==> src/rtl/graycode_pkg.sv <==
// Shared constants and slice-geometry helpers for the pipelined Gray-code converter.
package graycode_pkg;

   localparam logic MODE_BIN2GRAY = 1'b0;
   localparam logic MODE_GRAY2BIN = 1'b1;

   // Bits resolved per stage: ceil(width / stages).
   function automatic int slice_size(input int width, input int stages);
      return (width + stages - 1) / stages;
   endfunction

   // Low bit of slice k (slices run from the MSB downward), clamped at 0.
   function automatic int slice_lo(input int k, input int width, input int stages);
      int lo;
      lo = width - (k + 1) * slice_size(width, stages);
      return (lo < 0) ? 0 : lo;
   endfunction

   // High bit of slice k; negative when the slice is empty.
   function automatic int slice_hi(input int k, input int width, input int stages);
      return width - 1 - k * slice_size(width, stages);
   endfunction

endpackage

==> src/rtl/graycode_pipe_stage.sv <==
// One pipeline stage: resolves one slice of a Gray->binary word (or the whole
// binary->Gray word in stage 0) and registers valid, mode, word and carry.
module graycode_pipe_stage
   import graycode_pkg::*;
#(
   parameter int data_width = 16,
   parameter int stages     = 4,
   parameter int slice_idx  = 0
) (
   input  logic                  clk,
   input  logic                  rst,
   input  logic                  valid_i,
   input  logic                  mode_i,
   input  logic [data_width-1:0] data_i,
   input  logic                  carry_i,
   input  logic                  en_next_i,
   output logic                  en_o,
   output logic                  valid_o,
   output logic                  mode_o,
   output logic [data_width-1:0] data_o,
   output logic                  carry_o
);

   localparam int HI = slice_hi(slice_idx, data_width, stages);
   localparam int LO = slice_lo(slice_idx, data_width, stages);

   logic                  valid_q;
   logic                  mode_q;
   logic [data_width-1:0] data_q;
   logic                  carry_q;

   logic [data_width-1:0] g2b_w;
   logic [data_width-1:0] b2g_w;
   logic [data_width-1:0] data_d;
   logic                  carry_d;

   // Each slice bit is the carry XORed with every Gray bit from the slice top
   // down to it; bits outside the slice pass through untouched.
   for (genvar gi = 0; gi < data_width; gi++) begin : g_bit
      if (gi <= HI && gi >= LO) begin : g_in_slice
         assign g2b_w[gi] = carry_i ^ (^data_i[HI:gi]);
      end else begin : g_pass
         assign g2b_w[gi] = data_i[gi];
      end
   end

   // Binary->Gray is shallow, so the whole word is converted in stage 0.
   if (slice_idx == 0) begin : g_b2g
      assign b2g_w = data_i ^ (data_i >> 1);
   end else begin : g_b2g_pass
      assign b2g_w = data_i;
   end

   // The carry forwarded downstream is the lowest resolved bit of this slice.
   if (HI >= LO) begin : g_carry
      assign carry_d = g2b_w[LO];
   end else begin : g_carry_pass
      assign carry_d = carry_i;
   end

   assign data_d  = (mode_i == MODE_GRAY2BIN) ? g2b_w : b2g_w;
   assign en_o    = !valid_q || en_next_i;

   // Stage register: loads whenever the stage is empty or its content moves on.
   always_ff @(posedge clk) begin
      if (rst) begin
         valid_q <= 1'b0;
         mode_q  <= MODE_BIN2GRAY;
         data_q  <= '0;
         carry_q <= 1'b0;
      end else if (en_o) begin
         valid_q <= valid_i;
         mode_q  <= mode_i;
         data_q  <= data_d;
         carry_q <= carry_d;
      end
   end

   assign valid_o = valid_q;
   assign mode_o  = mode_q;
   assign data_o  = data_q;
   assign carry_o = carry_q;

endmodule

==> src/rtl/graycode_pipe_converter.sv <==
// Pipelined binary/Gray converter with valid/ready on both sides and a
// per-beat mode; the stage chain and enable chain are stitched together here.
module graycode_pipe_converter
   import graycode_pkg::*;
#(
   parameter int data_width = 16,
   parameter int stages     = 4
) (
   input  logic                  clk,
   input  logic                  rst,
   input  logic                  in_valid,
   output logic                  in_ready,
   input  logic                  in_mode,
   input  logic [data_width-1:0] in_data,
   output logic                  out_valid,
   input  logic                  out_ready,
   output logic                  out_mode,
   output logic [data_width-1:0] out_data
);

   if (data_width < 1 || stages < 1 || stages > data_width) begin : g_bad_params
      $error("graycode_pipe_converter: illegal data_width/stages combination");
   end

   for (genvar gi = 0; gi < stages; gi++) begin : g_stage
      logic                  valid_in;
      logic                  mode_in;
      logic [data_width-1:0] data_in;
      logic                  carry_in;
      logic                  en_next;
      logic                  en;
      logic                  valid;
      logic                  mode;
      logic [data_width-1:0] data;
      logic                  carry;

      if (gi == 0) begin : g_head
         assign valid_in = in_valid;
         assign mode_in  = in_mode;
         assign data_in  = in_data;
         assign carry_in = 1'b0;
      end else begin : g_link
         assign valid_in = g_stage[gi-1].valid;
         assign mode_in  = g_stage[gi-1].mode;
         assign data_in  = g_stage[gi-1].data;
         assign carry_in = g_stage[gi-1].carry;
      end

      // Enable ripples back from the consumer: a stage may load if the next one can.
      if (gi == stages - 1) begin : g_tail
         logic carry_unused;
         assign en_next      = out_ready;
         assign carry_unused = carry;
      end else begin : g_mid
         assign en_next = g_stage[gi+1].en;
      end

      graycode_pipe_stage #(
         .data_width (data_width),
         .stages     (stages),
         .slice_idx  (gi)
      ) u_stage (
         .clk       (clk),
         .rst       (rst),
         .valid_i   (valid_in),
         .mode_i    (mode_in),
         .data_i    (data_in),
         .carry_i   (carry_in),
         .en_next_i (en_next),
         .en_o      (en),
         .valid_o   (valid),
         .mode_o    (mode),
         .data_o    (data),
         .carry_o   (carry)
      );
   end

   assign in_ready  = g_stage[0].en && !rst;
   assign out_valid = g_stage[stages-1].valid;
   assign out_mode  = g_stage[stages-1].mode;
   assign out_data  = g_stage[stages-1].data;

endmodule
==> config.mk <==
export PLATFORM = sky130hd
export DESIGN_NAME = graycode_pipe_converter
export DESIGN_NICKNAME = d
export VERILOG_FILES = /design/src/rtl/graycode_pkg.sv /design/src/rtl/graycode_pipe_stage.sv /design/src/rtl/graycode_pipe_converter.sv
export SDC_FILE = /design/constraint.sdc
export NUM_CORES = 1
export LEC_CHECK = 0
export CAP_MARGIN = 30
export CORE_UTILIZATION = 49
export DETAILED_ROUTE_END_ITERATION = 7
export PLACE_DENSITY = 0.75
export SYNTH_ARGS = -nofsm -noshare
export SYNTH_HDL_FRONTEND = slang
export SYNTH_SLANG_ARGS = --single-unit
==> constraint.sdc <==
create_clock -name clk -period 1.5 [get_ports clk]
set_clock_uncertainty 0.15 [all_clocks]
set_input_delay 0.15 -clock clk [delete_from_list [all_inputs] [get_ports clk]]
set_output_delay 0.15 -clock clk [all_outputs]
set_load 0.05 [all_outputs]
Word level (Yosys, flattened, before mapping)
Cells that the tools add are included.
Operators by class
  muxes and demuxes: 4
  bitwise gates (word level): 13
  reductions and logical operators: 22
Operators by type and width (number)
  16-bit two-way mux: 1
  4-bit parity: 4
  16-bit by 15-bit bitwise XOR with 16-bit output: 1
  12-bit two-way mux: 1
  3-bit parity: 4
  1-bit bitwise XOR: 12
  8-bit two-way mux: 1
  2-bit parity: 4
  1-bit logical NOT: 5
  1-bit logical OR: 4
  4-bit two-way mux: 1
  1-bit logical AND: 1
Word-level totals
  register bits after elaboration: 75
  bits of input ports: 21
  word-level logic and storage cells: 54

Depth between registers and ports, before layout
Gate-level depths: netlist of the first run.
  word-level depth: 6
  depth in mapped cells: 7

Hierarchy
Synthesis of the first run repeated with hierarchy kept, for this count alone.
Unflattened totals
  cells, all modules: 379
  area, all modules: 3256.9 um^2
Modules (own cells, without submodules)
  graycode_pipe_stage (g_stage[1].u_stage ...): instances 2, cells an instance 91, area an instance 752.0 um^2
  graycode_pipe_stage (g_stage[0].u_stage): instances 1, cells an instance 103, area an instance 969.7 um^2
  graycode_pipe_stage (g_stage[2].u_stage): instances 1, cells an instance 92, area an instance 765.7 um^2
  graycode_pipe_converter: instances 1, cells an instance 2, area an instance 17.5 um^2

Worst setup path after synthesis of the first run
No wires, ideal clock.
  kind: reg2out
  start point: reg g_stage[3].u_stage.valid_q
  end point: out in_ready
  data arrival time: 1808 ps
  data required time: 1200 ps
  path slack: -608 ps
  stages on the path, launching flop included: 6
  buffers on the path: 2
  path through: dfxtp_1 > and4b_1 > buf_2 > and2_0 > clkbuf_1 > nor2_1
Between the ends
  cells in the longest elaborated chain, start to end: 6
Ends and longest elaborated chain
  from (decl): line graycode_pipe_stage.sv:27  | logic valid_q;
  from (signal assigned): line graycode_pipe_stage.sv:72  | valid_q <= valid_i;
  1-bit logical NOT: line graycode_pipe_stage.sv:62  | assign en_o = !valid_q || en_next_i;
  1-bit logical OR (4 in series): line graycode_pipe_stage.sv:62
  1-bit logical AND: line graycode_pipe_converter.sv:78  | assign in_ready = g_stage[0].en && !rst;
  to (decl): line graycode_pipe_converter.sv:12  | output logic in_ready,
No other way between the ends.

Worst setup path in the final report of the first run
  start point: reg g_stage[1].u_stage.valid_q
  end point: out in_ready
Between the ends
  cells in the longest elaborated chain, start to end: 4
Ends and longest elaborated chain (line)
  from (decl): graycode_pipe_stage.sv:27
  from (signal assigned): graycode_pipe_stage.sv:72
  1-bit logical NOT: graycode_pipe_stage.sv:62
  1-bit logical OR (2 in series): graycode_pipe_stage.sv:62
  1-bit logical AND: graycode_pipe_converter.sv:78
No other way between the ends.

==> flow_summary.toml, run 1 <==
[sta]
fin_crit_ns = 1.62
worst_slew_pin_slew_ns = 0.425
hold_viol = 0
timing.hold.ws_ns = 0.0796
max-slew-margin-rel = 0.717
fmax_mhz = 616
layout_setup_ws_ns = -0.124
period_share = 1.08
drv_slew = 0
setup_viol = 11
rsz0062_at_grt = "true"

[clock_tree]
cts_root_buffer = "clkbuf_8"
htree_levels = 3
clk_path_buf_depth = 2
clkSinkCount = 75
cts_buffers = 9
insertion_delay_ns = 0.35
cts_tree = "yes"
clkTransAtPathRegs_ns = 0.08
cts_hold_buffers = 0

[power_and_ir_drop]
pwr-share-comb = 0.156
sw_frac_of_total = 0.248
powerDensity_nw_per_um2 = 1070
p_switching_mw = 1.13
clockPowerShare = 0.363
seqPwrFrac = 0.481
cell_internal_pwr_mw = 3.44
power.leakage_nw = 1.67
vdd_drop_max_v = 0.000700

[worst_setup_path]
cp-startpoint = "g_stage[1].u_stage.valid_o$_SDFFE_PP0P_"
r2r-start = "g_stage[2].u_stage.data_o[3]$_SDFFE_PP0P_"
ff2ff_path_depth = 4
path_class = "reg2out"
crit_path_end_kind = "output pin"
cp-start-kind = "flip-flop"
cp.required_ns = 1.20
ff2ff_setup_slack_ns = -0.05
crit_path_max_fanout = 3
crit_arrival_ns = 1.32
endpoint = "in_ready"
worstReg2RegEnd = "g_stage[3].u_stage.data_o[0]$_SDFFE_PP0P_"

[grt]
grt_pass1_wl_um = 10300
track_usage = 0.203
grt_max_degree = 33
antenna_found_initial = 0
grt_pass1_vias = 2330
grt_remaining_overflow = 0

[floorplan]
initial_core_util = 0.512
core_sq_um = 5990
rows = 28
die_area_sq_um = 6580
chipWidth_um = 81.1
dieHeight_um = 81.1
ios = 40

[placed_design]
hpwl_um = 4200
gp_congestion = 0.772
io_buffer_count = 39

[synthesis]
netlist_area_sq_um = 3070
synth-edff-count = 0
yosysMostFrequentCell = "nand2_1"
synthTopCellsByArea = "dfxtp_1, nand2_1, a21oi_1"
synthFlopType = "dfxtp_1"
synth_top_area_cell = "dfxtp_1"
yosys_register_bits = 75
postSynth.asyncResetShare = 0
syn_inst = 370
yosysSeqAreaShare = 0.489
synth_commonest_cells = "nand2_1, dfxtp_1, a21oi_1"
syn-num-nets = 391
synth_top_cell_area_share = 0.489
yosysWarningCount = 0
synth.avg_cell_area_sq_um = 8.30
synth.distinct_cells = 26

[worst_hold_path]
hold_class = "in2reg"

[status]
outcome = "complete, but fails checks"
violations = "negative setup slack"

[final_layout]
final_util = 0.710
nFillCells = 468
num_antenna_cells = 0
multi_input_area_sq_um = 1540
final_layout_size_suffix_gt1_frac = 0.225
final_nets = 452
layout.area.seq_sq_um = 1510
synthToLayoutAreaGrowth_pct = 38.5

[routing]
wl_um = 5930
vias_per_cell = 5.01
antenna_left = 0
vias = 2562
drtIter0Drc = 119
drc = 0
drt_pass1_iterations = 4
detail_route.wl_per_cell_um = 11.6

[job]
maxCapViolCount = 0
## worst min-delay path by stage
stage	start	end	slack, ns	depth (start not counted)
global route	rst	g_stage[0].u_stage.mode_o$_SDFFE_PP0P_	0.10	2
global placement	g_stage[1].u_stage.data_o[15]$_SDFFE_PP0P_	g_stage[1].u_stage.data_o[15]$_SDFFE_PP0P_	0.29	2
CTS	rst	g_stage[2].u_stage.data_o[12]$_SDFFE_PP0P_	0.09	2
finish	rst	g_stage[0].u_stage.mode_o$_SDFFE_PP0P_	0.08	2
detailed placement	g_stage[0].u_stage.data_o[15]$_SDFFE_PP0P_	g_stage[0].u_stage.data_o[15]$_SDFFE_PP0P_	0.30	2
floorplan	in_valid	g_stage[0].u_stage.valid_o$_SDFFE_PP0P_	0.12	2
## state kept, by name, summed over array words and instances (netlist names)
name                     flops
g_stage.u_stage.mode_o       4
g_stage.u_stage.valid_o      4
g_stage.u_stage.carry_o      3
g_stage.u_stage.data_o      64
## worst max-delay path, cell delays in order (launching register included)
cell,delay (ns)
dfxtp_2,0.33
and4b_2,0.24
and2_4,0.16
nor2_4,0.09
buf_8,0.15
## area by class of cell
cell class,instances,area share
sequential,75,0.356
tap,75,0.0221
timing repair buffer,75,0.209
clock inverter,7,0.0215
inverter,2,0.00177
multi-input combinational,268,0.361
clock buffer,9,0.0291
## power groups by stage
stage | sequential, mW | clock (mW) | combinational [mW]
after global placement | 2.24 | 0 | 0.639
after CTS | 2.20 | 1.68 | 0.683
after floorplan | 2.28 | 0 | 0.329
after detailed placement | 2.24 | 0 | 0.656
final | 2.20 | 1.66 | 0.710
after global routing | 2.21 | 1.77 | 0.771
## per-stage QoR
step | total power [mW] | setup WS [ns] | instance area [sq um] | TNS [ns] | instances
floorplan | 2.61 | -0.0818 | 3100 | -0.0818 | 370
global placement | 2.88 | -0.219 | 3920 | -9.83 | 492
detailed placement | 2.90 | -0.258 | 3920 | -10.85 | 492
CTS | 4.56 | -0.120 | 4170 | -1.02 | 510
global route | 4.75 | -0.167 | 4250 | -1.70 | 511
finish | 4.57 | -0.124 | 4250 | -0.259 | 511
## timing repair
item                       4_1_cts  5_1_grt
buffers inserted                 2        1
pin swaps                        4        9
resized for setup                7       22
hold endpoints to repair         0        0
setup endpoints to repair        4       72
## kinds of logic (layout without fill, tap and decap cells)
logic type             Yosys count  count (layout)  synth area share
AO/OA/AOI/OAI                   74              74             0.142
XOR/XNOR                        35              35             0.115
buffers and inverters           27              93            0.0367
flip-flops                      75              75             0.489
multiplexers                     1               1           0.00326
AND/OR/NAND/NOR                158             158             0.214
## per-layer routing
metal  global-route usage  part of all wire
met5                    0                 0
met4               0.0804             0.015
met3               0.0506             0.038
met2                0.341              0.46
met1                0.248              0.48
## cells in the final DEF, fill, tap and decap left out, drive strengths merged, types with 10 or more instances in the layout
master / count
a21oi: 47
xor2: 10
dfxtp: 75
buf: 56
a211oi: 24
nand2: 99
nor2b: 13
xnor2: 22
nor2: 36
clkdlybuf4s50: 18
(Power assumes the default switching activity.)
==> run 2, diff against run 1 <==
--- a/config.mk
+++ b/config.mk
@@ -6,9 +6,9 @@
 export NUM_CORES = 1
 export LEC_CHECK = 0
 export CAP_MARGIN = 30
-export CORE_UTILIZATION = 49
+export CORE_UTILIZATION = 43
 export DETAILED_ROUTE_END_ITERATION = 7
-export PLACE_DENSITY = 0.75
+export PLACE_DENSITY = 0.67
 export SYNTH_ARGS = -nofsm -noshare
 export SYNTH_HDL_FRONTEND = slang
 export SYNTH_SLANG_ARGS = --single-unit
==> run 2 against run 1 <==
Compared with the run above: the flow still finishes with violations (negative setup slack); non-clock buffer count is 3 lower; total power increased by 0.34%; critical path type unchanged; largest power group unchanged; sequential cell count unchanged; global-route usage is 3.4 points lower; final cell count increased by 3.5%; clock power about the same.
==> flow_summary.toml, run 2 (synthesis gave the netlist of run 1 again) <==
[worst_setup_path]
crit_path_max_fanout = 4
path_class = "reg2out"
cp-start-kind = "flip-flop"
crit_path_end_kind = "output pin"
crit_arrival_ns = 1.32
cp.required_ns = 1.20

[final_layout]
design_area_sq_um = 4260
largest_reg_flops = 64
multi_input_area_sq_um = 1520
layout.area.seq_sq_um = 1510
nFillCells = 629
layout_commonest_cell = "nand2_1"
final_layout_size_suffix_gt1_frac = 0.208
final_util = 0.624
final_cell_mix = "nand2_1, dfxtp_1, a21oi_1"
synthToLayoutAreaGrowth_pct = 38.9
num_antenna_cells = 0
final_nets = 449
stdcell_count = 529

[routing]
drt_pass1_iterations = 4
drtIter0Drc = 73
vias = 2457
vias_per_cell = 4.64
antenna_left = 0
drc = 0
detail_route.wl_per_cell_um = 11.0
wl_um = 5830

[sta]
fin_crit_ns = 1.62
worst_slew_pin_slew_ns = 0.317
rsz0062_at_grt = "true"
layout_setup_ws_ns = -0.124
period_share = 1.08
setup_viol = 4
final.setup.tns_ns = -0.228
drv_slew = 0
hold_viol = 0
max-slew-margin-rel = 0.789
fmax_mhz = 616

[power_and_ir_drop]
powerDensity_nw_per_um2 = 1080
p_switching_mw = 1.11
power_mw = 4.58
clockPowerShare = 0.366
pwr-share-comb = 0.154
vdd_drop_max_v = 0.000497
power.leakage_nw = 1.66
seqPwrFrac = 0.480
cell_internal_pwr_mw = 3.47
sw_frac_of_total = 0.243

[placed_design]
dp.cells = 509
place_area_sq_um = 3920
hpwl_um = 3940
io_buffer_count = 39
gp_congestion = 0.761

[floorplan]
core_sq_um = 6830
die_area_sq_um = 7480
chipWidth_um = 86.5
initial_core_util = 0.449
dieHeight_um = 86.5
rows = 30
ios = 40

[clock_tree]
clkTransAtPathRegs_ns = 0.07
clk_path_buf_depth = 2
clkSinkCount = 75
cts_buffers = 9
htree_levels = 3
cts_tree = "yes"
cts_root_buffer = "clkbuf_8"
insertion_delay_ns = 0.34

[job]
maxCapViolCount = 0

[grt]
track_usage = 0.169
antenna_found_initial = 0
grt_max_degree = 41
grt_pass1_vias = 2261
grt_remaining_overflow = 0
grt_pass1_wl_um = 9930

[status]
violations = "negative setup slack"
outcome = "complete, but fails checks"

[worst_hold_path]
hold_class = "in2reg"
-- run 2: cell count changes in the layout (fill, tap and decap cells not counted), moves of 2 or more --
cell and delta:
a211oi_1 +4, a211oi_2 -4, clkbuf_8 +2, clkbuf_16 +2
buf_4 -4
-- run 2: worst paths after layout --
| kind | start | endpoint | slack (ns) | cells past startpoint |
|---|---|---|---|---|
| hold / removal | rst | g_stage[2].u_stage.data_o[1]$_SDFFE_PP0P_ | 0.11 | 3 |
| setup / recovery | g_stage[3].u_stage.valid_o$_SDFFE_PP0P_ | in_ready | -0.12 | 4 |
| hold reg to reg | g_stage[2].u_stage.data_o[10]$_SDFFE_PP0P_ | g_stage[2].u_stage.data_o[10]$_SDFFE_PP0P_ | 0.30 | 2 |
| setup reg to reg | g_stage[2].u_stage.carry_o$_SDFFE_PP0P_ | g_stage[3].u_stage.data_o[0]$_SDFFE_PP0P_ | -0.09 | 4 |
-- run 2: timing repair --
item                                    CTS  global route
pin swaps                                 8             5
resized for setup                         7            15
cloned                                    0             1
endpoints found under the setup margin    5            33
hold endpoints to repair                  4             0
setup buffers                             1             1
hold buffers                              1             0
-- run 2: cell type report --
type	instances	area share
Multi-Input combinational cell	268	0.357
Sequential cell	75	0.354
Timing Repair Buffer	72	0.206
Clock buffer	13	0.0423
Tap cell	96	0.0282
Clock inverter	3	0.00998
Inverter	2	0.00176
-- run 2: power groups by stage --
stage / combinational [mW] / sequential (mW) / clock [mW]
floorplan: 0.329 / 2.28 / 0
global placement: 0.632 / 2.24 / 0
detailed placement: 0.642 / 2.24 / 0
CTS: 0.670 / 2.20 / 1.72
global route: 0.769 / 2.22 / 1.79
finish: 0.705 / 2.20 / 1.68
-- run 2: routing by layer --
layer,wire length (um),track usage
met4,126,0.0955
met3,177,0.0371
met1,2910,0.223
met5,0,0
met2,2610,0.256
-- run 2: per-stage QoR --
stage               hold WS (ns)  worst slack, ns
floorplan                  0.121          -0.0818
global placement           0.282           -0.215
detailed placement         0.289           -0.234
CTS                       0.0903           -0.173
global route               0.116           -0.167
finish                     0.107           -0.124
-- run 2: worst max-delay path: stages (launching register included) --
cell and delay (ns):
dfxtp_4 0.36, and4b_2 0.23, and2_4 0.15, nor2_4 0.08, buf_6 0.16
==> run 3, diff against run 2 <==
--- a/config.mk
+++ b/config.mk
@@ -5,10 +5,10 @@
 export SDC_FILE = /design/constraint.sdc
 export NUM_CORES = 1
 export LEC_CHECK = 0
+export ABC_AREA = 1
 export CAP_MARGIN = 30
-export CORE_UTILIZATION = 43
+export CORE_UTILIZATION = 34
 export DETAILED_ROUTE_END_ITERATION = 7
-export PLACE_DENSITY = 0.67
 export SYNTH_ARGS = -nofsm -noshare
 export SYNTH_HDL_FRONTEND = slang
 export SYNTH_SLANG_ARGS = --single-unit
==> run 3 against run 2 <==
Compared with the run above: the flow still finishes with violations (negative setup slack); sequential cell count did not move; synthesized area rose by 4.1%; first-iteration DRC count rose by 11%; die area rose by 31%; sequential share of layout area fell by 0.14 points; synthesized cell count rose by 14%; sequential power barely moved; non-clock buffer count fell by 5; design area rose by 0.15%; via count rose by 12%; clock power fell by 7%; combinational power fell by 11%; largest power group unchanged.
==> flow_summary.toml, run 3 <==
[worst_setup_path]
r2r-start = "g_stage[3].u_stage.valid_o$_SDFFE_PP0P_"
ff2ff_setup_slack_ns = 0.01
ff2ff_path_depth = 9
cpMostUsedCell = "nor2_8"
crit_path_end_kind = "output pin"
worst_path_largest_cell_delay_ns = 0.36
cp_top_family = "simple AND/OR/NAND/NOR gates"
path_cells = "nand2_4 > nor2_8 > nand2_8 > nor2_8 > nor2_4 > buf_6"
cp-start-kind = "flip-flop"
worstReg2RegEnd = "g_stage[1].u_stage.data_o[10]$_SDFFE_PP0P_"
crit_arrival_ns = 1.27
path_class = "reg2out"
cp_slowest_cell = "dfxtp_4"
cp_num_buf_inv = 1
crit_path_max_fanout = 2
cp.required_ns = 1.20

[floorplan]
core_sq_um = 9150
rows = 35
initial_core_util = 0.349
die_area_sq_um = 9790
dieHeight_um = 98.9
chipWidth_um = 98.9
ios = 40

[power_and_ir_drop]
powerDensity_nw_per_um2 = 1020
power.leakage_nw = 1.90
power_mw = 4.36
vdd_drop_max_v = 0.000351

[sta]
setup_viol = 1
fin_crit_ns = 1.57
fmax_mhz = 639
max-slew-margin-rel = 0.757
worst_slew_pin_slew_ns = 0.364
drv_slew = 0
layout_setup_ws_ns = -0.0656
period_share = 1.04
hold_viol = 0
rsz0062_at_grt = "true"

[routing]
drtIter0Drc = 81
detail_route.wl_per_cell_um = 11.9
vias = 2751
vias_per_cell = 4.61
drc = 0
wl_um = 7120
drt_pass1_iterations = 4
antenna_left = 0

[final_layout]
layout_commonest_cell = "dfxtp_1"
final_cell_mix = "dfxtp_1, nor2_1, nand2_1"
final_layout_size_suffix_gt1_frac = 0.160
design_area_sq_um = 4270
final_nets = 502
num_antenna_cells = 0
synthToLayoutAreaGrowth_pct = 33.6
largest_reg_flops = 64

[grt]
track_usage = 0.164
antenna_found_initial = 0
grt_pass1_vias = 2674
grt_pass1_wl_um = 12400
grt_remaining_overflow = 0
grt_max_degree = 21

[clock_tree]
cts_root_buffer = "clkbuf_8"
htree_levels = 3
clkTransAtPathRegs_ns = 0.07
cts_hold_buffers = 0
clk_path_buf_depth = 2
cts_tree = "yes"
cts_buffers = 9
insertion_delay_ns = 0.36
clkSinkCount = 75

[synthesis]
netlist_area_sq_um = 3200
synth.avg_cell_area_sq_um = 7.55
yosysSeqAreaShare = 0.470
syn_inst = 423
synth-edff-count = 0
yosysWarningCount = 0
yosys_register_bits = 75
synth_top_area_cell = "dfxtp_1"
synth.distinct_cells = 28
yosysMostFrequentCell = "dfxtp_1"
postSynth.asyncResetShare = 0
syn-num-nets = 444
synth_top_cell_area_share = 0.470
synthFlopType = "dfxtp_1"
synth_commonest_cells = "dfxtp_1, nor2_1, nand2_1"
synthTopCellsByArea = "dfxtp_1, o21ai_0, nor2_1"

[status]
violations = "negative setup slack"
outcome = "complete, but fails checks"

[placed_design]
place_area_sq_um = 4000
io_buffer_count = 39
hpwl_um = 5190
gp_congestion = 0.841

[worst_hold_path]
hp-start = "in_valid"
hold_path_end = "g_stage[0].u_stage.valid_o$_SDFFE_PP0P_"
hold_class = "in2reg"
hold_depth = 3

[job]
maxCapViolCount = 0
==> run 3: worst max path at each step <==
stage / cells past startpoint / endpoint / startpoint
after global placement: 10 / g_stage[1].u_stage.data_o[10]$_SDFFE_PP0P_ / out_ready
after global routing: 6 / in_ready / g_stage[3].u_stage.valid_o$_SDFFE_PP0P_
after CTS: 6 / in_ready / g_stage[3].u_stage.valid_o$_SDFFE_PP0P_
after floorplan: 6 / g_stage[0].u_stage.data_o[15]$_SDFFE_PP0P_ / g_stage[3].u_stage.valid_o$_SDFFE_PP0P_
after detailed placement: 9 / g_stage[0].u_stage.data_o[2]$_SDFFE_PP0P_ / out_ready
final: 6 / in_ready / g_stage[3].u_stage.valid_o$_SDFFE_PP0P_
==> run 3: area by class of cell <==
class                   instances  area (sq um)
clock buffers                  11           141
clock inverters                 5          52.6
fillers                       897          4880
inverters                      41           154
multi-input cells             287          1470
flip-flops and latches         75          1510
well taps                     111           139
repair buffers                 67           808
==> run 3: worst register-to-register path, cell delays in order, from the launching register on <==
cell,delay [ns]
dfxtp_4,0.36
nand2_4,0.06
nor2_8,0.12
nand2_8,0.07
buf_4,0.18
buf_4,0.17
nand3_1,0.09
nand2_1,0.06
nor2_1,0.09
nor2_1,0.04
==> run 3: timing repair <==
action | CTS | global route
setup endpoints to repair | 1 | 25
gates cloned | 0 | 1
setup buffers | 3 | 2
endpoints found under the hold margin | 0 | 0
resized for setup | 3 | 9
pin swaps | 3 | 2
==> run 3: cells by family after synthesis <==
kind of cell,Yosys count,share of synthesized area
compound gates,105,0.169
simple gates,158,0.215
flops,75,0.470
xor+xnor,24,0.0658
buf+inv,61,0.0810
==> run 3: metrics by stage <==
stage | setup slack, ns | instances | hold slack (ns) | util | TNS (ns)
finish | -0.0656 | 597 | 0.240 | 0.466 | -0.0656
global route | -0.129 | 597 | 0.295 | 0.466 | -0.331
CTS | -0.138 | 594 | 0.217 | 0.462 | -0.151
detailed placement | -0.225 | 575 | 0.301 | 0.437 | -9.01
global placement | -0.206 | 575 | 0.295 | 0.437 | -8.24
floorplan | 0.0391 | 423 | 0.121 | - | 0
==> run 3: power by group <==
part	internal, mW	leakage [nW]	total (mW)	switching, mW
clock network	0.805	0.0991	1.56	0.750
registers	2.10	0.617	2.18	0.0760
logic	0.286	1.18	0.626	0.339
==> run 3: per-layer routing <==
layer	GRT usage	vias to the layer above	wire, um
li1	-	1471	-
met1	0.195	1235	3360
met2	0.276	33	3420
met3	0.0468	12	214
met4	0.0700	0	128
met5	0	-	0
